===== src/rtl/pipe_ctrl_pkg.sv =====
// Shared types for the pipeline stall/flush sequencer: FSM state, hazard
// cause, and the per-stage write-enable/flush bundle.
package pipe_ctrl_pkg;

  typedef enum logic {
    RUN   = 1'b0,
    FAULT = 1'b1
  } pctrl_state_t;

  typedef enum logic [2:0] {
    HZ_NONE     = 3'd0,
    HZ_DSTALL   = 3'd1,
    HZ_REDIRECT = 3'd2,
    HZ_LOADUSE  = 3'd3,
    HZ_ISTALL   = 3'd4,
    HZ_FAULT    = 3'd5
  } hz_cause_t;

  typedef struct packed {
    logic pc_we;
    logic ifid_we;
    logic idex_we;
    logic exmem_we;
    logic memwb_we;
    logic ifid_flush;
    logic idex_flush;
    logic exmem_flush;
    logic memwb_flush;
  } stage_ctrl_t;

  // Held in reset: nothing loads, every stage register takes a bubble.
  localparam stage_ctrl_t CTRL_RESET = stage_ctrl_t'(9'b00000_1111);

  function automatic stage_ctrl_t ctrl_for(hz_cause_t cause);
    stage_ctrl_t c;
    c = stage_ctrl_t'(9'b11111_0000);
    case (cause)
      HZ_FAULT: c = stage_ctrl_t'(9'b00000_0000);
      HZ_DSTALL: begin
        c.pc_we       = 1'b0;
        c.ifid_we     = 1'b0;
        c.idex_we     = 1'b0;
        c.exmem_we    = 1'b0;
        c.memwb_flush = 1'b1;
      end
      HZ_REDIRECT: begin
        c.ifid_flush = 1'b1;
        c.idex_flush = 1'b1;
      end
      HZ_LOADUSE: begin
        c.pc_we      = 1'b0;
        c.ifid_we    = 1'b0;
        c.idex_flush = 1'b1;
      end
      HZ_ISTALL: begin
        c.pc_we      = 1'b0;
        c.ifid_flush = 1'b1;
      end
      default: ;
    endcase
    return c;
  endfunction

endpackage


===== src/rtl/loaduse_detect.sv =====
// Load-use hazard compare: the ID instruction reads the register a load in EX
// is about to write. x0 is hardwired and never creates a dependency.
module loaduse_detect (
  input  logic [4:0] id_rs1,
  input  logic [4:0] id_rs2,
  input  logic       id_uses_rs1,
  input  logic       id_uses_rs2,
  input  logic [4:0] ex_rd,
  input  logic       ex_memread,
  output logic       hazard
);

  always_comb begin
    hazard = ex_memread && (ex_rd != 5'd0) &&
             ((id_uses_rs1 && (id_rs1 == ex_rd)) ||
              (id_uses_rs2 && (id_rs2 == ex_rd)));
  end

endmodule


===== src/rtl/pipeline_ctrl.sv =====
// Central stall/flush sequencer: priority-encodes the hazard cause, drives the
// stage enables, runs the dmem watchdog and keeps saturating perf counters.
module pipeline_ctrl
  import pipe_ctrl_pkg::*;
#(
  parameter int MEM_TIMEOUT = 255,
  parameter int CNT_W       = 32
) (
  input  logic             clk,
  input  logic             reset,
  input  logic [4:0]       id_rs1,
  input  logic [4:0]       id_rs2,
  input  logic             id_uses_rs1,
  input  logic             id_uses_rs2,
  input  logic [4:0]       ex_rd,
  input  logic             ex_memread,
  input  logic             ex_branch_taken,
  input  logic             imem_ready,
  input  logic             mem_req,
  input  logic             mem_ready,
  output logic             pc_we,
  output logic             ifid_we,
  output logic             idex_we,
  output logic             exmem_we,
  output logic             memwb_we,
  output logic             ifid_flush,
  output logic             idex_flush,
  output logic             exmem_flush,
  output logic             memwb_flush,
  output logic             mem_timeout,
  output logic [CNT_W-1:0] stall_cnt,
  output logic [CNT_W-1:0] flush_cnt,
  output pctrl_state_t     dbg_state,
  output hz_cause_t        dbg_cause
);

  localparam int WAIT_W = (MEM_TIMEOUT > 1) ? $clog2(MEM_TIMEOUT) : 1;
  localparam logic [WAIT_W-1:0] WAIT_LAST = WAIT_W'(MEM_TIMEOUT - 1);
  localparam logic [CNT_W-1:0]  CNT_MAX   = {CNT_W{1'b1}};

  pctrl_state_t      state;
  logic [WAIT_W-1:0] wait_cnt;
  logic              timeout_q;
  logic              loaduse;
  logic              dstall;
  hz_cause_t         cause;
  stage_ctrl_t       ctrl;

  loaduse_detect u_loaduse (
    .id_rs1      (id_rs1),
    .id_rs2      (id_rs2),
    .id_uses_rs1 (id_uses_rs1),
    .id_uses_rs2 (id_uses_rs2),
    .ex_rd       (ex_rd),
    .ex_memread  (ex_memread),
    .hazard      (loaduse)
  );

  // A pending dmem access masks every other hazard; they are re-seen on release.
  always_comb begin
    dstall = mem_req && !mem_ready;
    cause  = HZ_NONE;
    if (state == FAULT)       cause = HZ_FAULT;
    else if (dstall)          cause = HZ_DSTALL;
    else if (ex_branch_taken) cause = HZ_REDIRECT;
    else if (loaduse)         cause = HZ_LOADUSE;
    else if (!imem_ready)     cause = HZ_ISTALL;
    ctrl = reset ? CTRL_RESET : ctrl_for(cause);
  end

  assign pc_we       = ctrl.pc_we;
  assign ifid_we     = ctrl.ifid_we;
  assign idex_we     = ctrl.idex_we;
  assign exmem_we    = ctrl.exmem_we;
  assign memwb_we    = ctrl.memwb_we;
  assign ifid_flush  = ctrl.ifid_flush;
  assign idex_flush  = ctrl.idex_flush;
  assign exmem_flush = ctrl.exmem_flush;
  assign memwb_flush = ctrl.memwb_flush;
  assign mem_timeout = timeout_q && !reset;
  assign dbg_state   = state;
  assign dbg_cause   = cause;

  always_ff @(posedge clk) begin
    if (reset) begin
      state     <= RUN;
      wait_cnt  <= '0;
      timeout_q <= 1'b0;
      stall_cnt <= '0;
      flush_cnt <= '0;
    end else begin
      case (state)
        RUN: begin
          if (dstall) begin
            if (wait_cnt == WAIT_LAST) begin
              state     <= FAULT;
              timeout_q <= 1'b1;
              wait_cnt  <= '0;
            end else begin
              wait_cnt <= wait_cnt + WAIT_W'(1);
            end
          end else begin
            wait_cnt <= '0;
          end
          if ((cause inside {HZ_DSTALL, HZ_LOADUSE, HZ_ISTALL}) && (stall_cnt != CNT_MAX))
            stall_cnt <= stall_cnt + CNT_W'(1);
          if ((cause == HZ_REDIRECT) && (flush_cnt != CNT_MAX))
            flush_cnt <= flush_cnt + CNT_W'(1);
        end
        default: begin
          state     <= FAULT;
          timeout_q <= 1'b1;
          wait_cnt  <= '0;
        end
      endcase
    end
  end

endmodule


===== config.mk =====
export PLATFORM = sky130hd
export DESIGN_NAME = pipeline_ctrl
export DESIGN_NICKNAME = d
export VERILOG_FILES = /design/src/rtl/pipe_ctrl_pkg.sv /design/src/rtl/loaduse_detect.sv /design/src/rtl/pipeline_ctrl.sv
export SDC_FILE = /design/constraint.sdc
export NUM_CORES = 1
export LEC_CHECK = 0
export CAP_MARGIN = 20
export CORE_MARGIN = 2
export CORE_UTILIZATION = 44
export CTS_CLUSTER_SIZE = 10
export DETAILED_ROUTE_END_ITERATION = 6
export PLACE_DENSITY = 0.8
export RECOVER_POWER = 100
export SLEW_MARGIN = 40
export SYNTH_ARGS = -nofsm -noshare
export SYNTH_HDL_FRONTEND = slang
export SYNTH_SLANG_ARGS = --single-unit

===== constraint.sdc =====
create_clock -name clk -period 2 [get_ports clk]
set_input_delay 0.4 -clock clk [delete_from_list [all_inputs] [get_ports clk]]
set_output_delay 0.4 -clock clk [all_outputs]
set_load 0.05 [all_outputs]

==> results.tsv <==
metric	value	unit
status	complete, but fails checks	
violations	setup timing	
crit_top_cell	buf_6	
crit_arrival	1.94	ns
grt_pass1_wl	18700	µm
antenna_found_initial	0	
vias	4286	
final_core_util	70.7	%
topRoutingLayerUsed	met4	
max_freq	0.428	GHz
setup_viol	16	
met3_wirelength	616	µm
startpoint_type	input pin	
fin_total_pwr	3.26	mW
cp_max_fo	5	
final_area	6080	µm²
holdCritPathClass	in -> reg	
antenna_cells	0	
ys.flop_type	dfxtp_1	
synth-seq-cells	74	
wl_met1	4940	µm
postSynthAreaPerCell	8.09	µm²
power.density	536	nW/µm²
worst_path_max_delay_cell	or4_4	
cts-root-buf	clkbuf_8	
wire_per_inst	16.6	µm
clockBufferDepth	2	
syn-instance-count	477	
seqCellArea	1550	µm²
clock_skew	0.0204	ns
finalHoldViolCount	0	
tightest_slew	0.652	ns
wl_met2	6390	µm
path_cells	buf_6 > or4_4 > o21ai_2 > nand2b_4 > buf_6 > a21oi_4 > o31ai_4 > buf_12	
synth.distinct_cells	47	
cts_tree	yes	
drtIter0Drc	206	
leakage	2.15	nW
grt-ovfl-total	0	
cap_viol_max_count	0	
die_area	9540	µm²
nets	650	
dpl_cell_area	5580	µm²
period_needed	2.34	ns
clk_pin_slew	0.08	ns
clk_latency	0.35	ns
grt_max_degree	25	
vias_per_cell	5.83	
htreeDepth	3	
postCtsHoldBufs	0	
multiInputGateArea	2630	µm²
synth_area	3860	µm²
path_class	in -> out	
drt-pass1-iter-count	5	
yosysWarnings	0	
worst_path_largest_cell_delay	0.52	ns
drc	0	
die_w	97.7	µm
required	1.60	ns
clock_sinks	74	
yosysSeqAreaShare	38.4	%
top_level_ports	102	
vdd_ir_drop_max	372	µV
start_util	44.9	%
syn_nets	505	
grt.total_usage	23.3	%
gp_congestion	0.893	
rsz0062_at_grt	true	
synth_edf_count	0	
ant_nets	0	
wirelength	12200	µm
port_buffers	101	
die_height	97.7	µm
numCtsBuffers	9	
timing.final.ws_setup	-0.337	ns
slew_violations	0	
dpl.hpwl	7850	µm
synthArstFlopShare	0	%
fp-row-count	34	
end_kind	primary output	
relSlewSlack	56.7	%
drive_gt1_share	33.3	%
post-route-period-util	117	%
areaGrowthSynthToFinish	57.5	%
fillCellCount	641	
grt_pass1_vias	4032	
core-area	8590	µm²
-- metrics by stage --
stage / instances / TNS, ns / hold WS (ns) / worst slack (ns)
floorplan: 477 / -0.968 / 0.430 / -0.250
global placement: 708 / -23.16 / 0.444 / -0.686
detailed placement: 708 / -25.97 / 0.455 / -0.725
CTS: 729 / -1.91 / 0.375 / -0.365
global route: 735 / -6.12 / 0.447 / -0.393
finish: 735 / -2.08 / 0.451 / -0.337
-- state kept, by name, indices dropped and copies added (netlist names) --
| register | count |
|---|---|
| stall_cnt | 32 |
| wait_cnt | 8 |
| flush_cnt | 32 |
| dbg_state | 1 |
| timeout_q | 1 |
-- synthesized netlist by cell type, types with 3 or more instances --
master | count | share of area (%)
or4_1 | 12 | 2.3
nand2_1 | 33 | 3.2
and4_1 | 6 | 1.4
or3_1 | 25 | 4.1
nor2b_1 | 5 | 0.81
inv_1 | 8 | 0.78
clkbuf_1 | 13 | 1.3
nor3b_1 | 3 | 0.58
xor2_1 | 7 | 1.6
buf_2 | 7 | 0.91
nor3_1 | 18 | 2.3
o31ai_1 | 11 | 2.1
buf_4 | 4 | 0.78
xnor2_1 | 36 | 8.2
and3_1 | 14 | 2.3
dfxtp_1 | 74 | 38
nor2_1 | 44 | 4.3
or2_2 | 3 | 0.49
a21oi_1 | 35 | 4.5
ha_1 | 4 | 1.3
nor4_1 | 13 | 2.1
nand3_1 | 27 | 3.5
nand4_1 | 23 | 3.7
o21ai_0 | 22 | 2.9
-- layout by cell type, fill, tap and decap left out, types with 4 or more instances in the layout --
cell type	instances
o31ai_1	10
or3_1	20
buf_12	8
or4_1	10
xnor2_2	9
xnor2_1	27
buf_6	17
buf_4	40
nand3_1	24
and4_1	6
or3_4	5
xor2_1	7
and3_1	12
buf_2	6
nor3_2	4
nor2_1	42
dfxtp_1	31
clkbuf_8	10
dfxtp_2	38
nand3_2	4
clkdlybuf4s50_1	50
nor4_1	6
clkbuf_2	4
o21ai_0	21
dfxtp_4	5
a21oi_1	26
clkdlybuf4s15_1	5
inv_1	8
nand4_1	23
clkbuf_1	12
nand2_1	31
nor3_1	12
a21oi_2	7
dlygate4sd2_1	11
nor4_2	6
-- final cells by class --
cell class	count	area share, %
Inverter	9	0.556
Sequential cell	74	25.5
Tap cell	108	2.22
Clock buffer	11	2.33
Timing Repair Buffer	161	24.9
Multi-Input combinational cell	367	43.3
Clock inverter	5	1.28
-- cells by family after synthesis --
logic type / share of synthesized area (%)
simple gates: 33.4
compound gates: 12.5
flops: 38.4
xor+xnor: 9.76
buf+inv: 4.18
fa+ha+maj: 1.30
mux: 0.551
-- critical path: cells and delay by family --
family | cells | cell delay [ns]
AOI/OAI and AO/OA | 3 | 0.42
and+or+nand+nor | 2 | 0.73
buffers and inverters | 3 | 0.38
-- worst paths after layout --
path | cells after the start | to | slack (ns) | from
setup / recovery | 8 | ifid_flush | -0.34 | ex_rd[3]
hold / removal | 2 | dbg_state$_SDFF_PP0_ | 0.45 | reset
setup reg to reg | 7 | stall_cnt[30]$_SDFFE_PP0P_ | -0.08 | stall_cnt[10]$_SDFFE_PP0P_
hold reg to reg | 1 | wait_cnt[0]$_SDFF_PP0_ | 0.48 | wait_cnt[0]$_SDFF_PP0_
-- routing by layer --
metal  global-route usage [%]  vias up
met5                        0        -
met4                     8.01        0
met3                     3.45       28
met2                     41.1      173
met1                     29.0     2060
li1                         -     2025
-- where the power goes --
part           switching [mW]  internal (mW)  total (mW)
combinational           0.259          0.210       0.470
sequential             0.0122           1.48        1.49
clock                   0.567          0.736        1.30
total                   0.838           2.42        3.26
-- timing repair --
item	in CTS	in global routing
setup buffers	5	6
endpoints found under the setup margin	48	62
gates resized for setup	93	54
pin swaps	26	26
cloned	0	3
(Power assumes the default switching activity.)
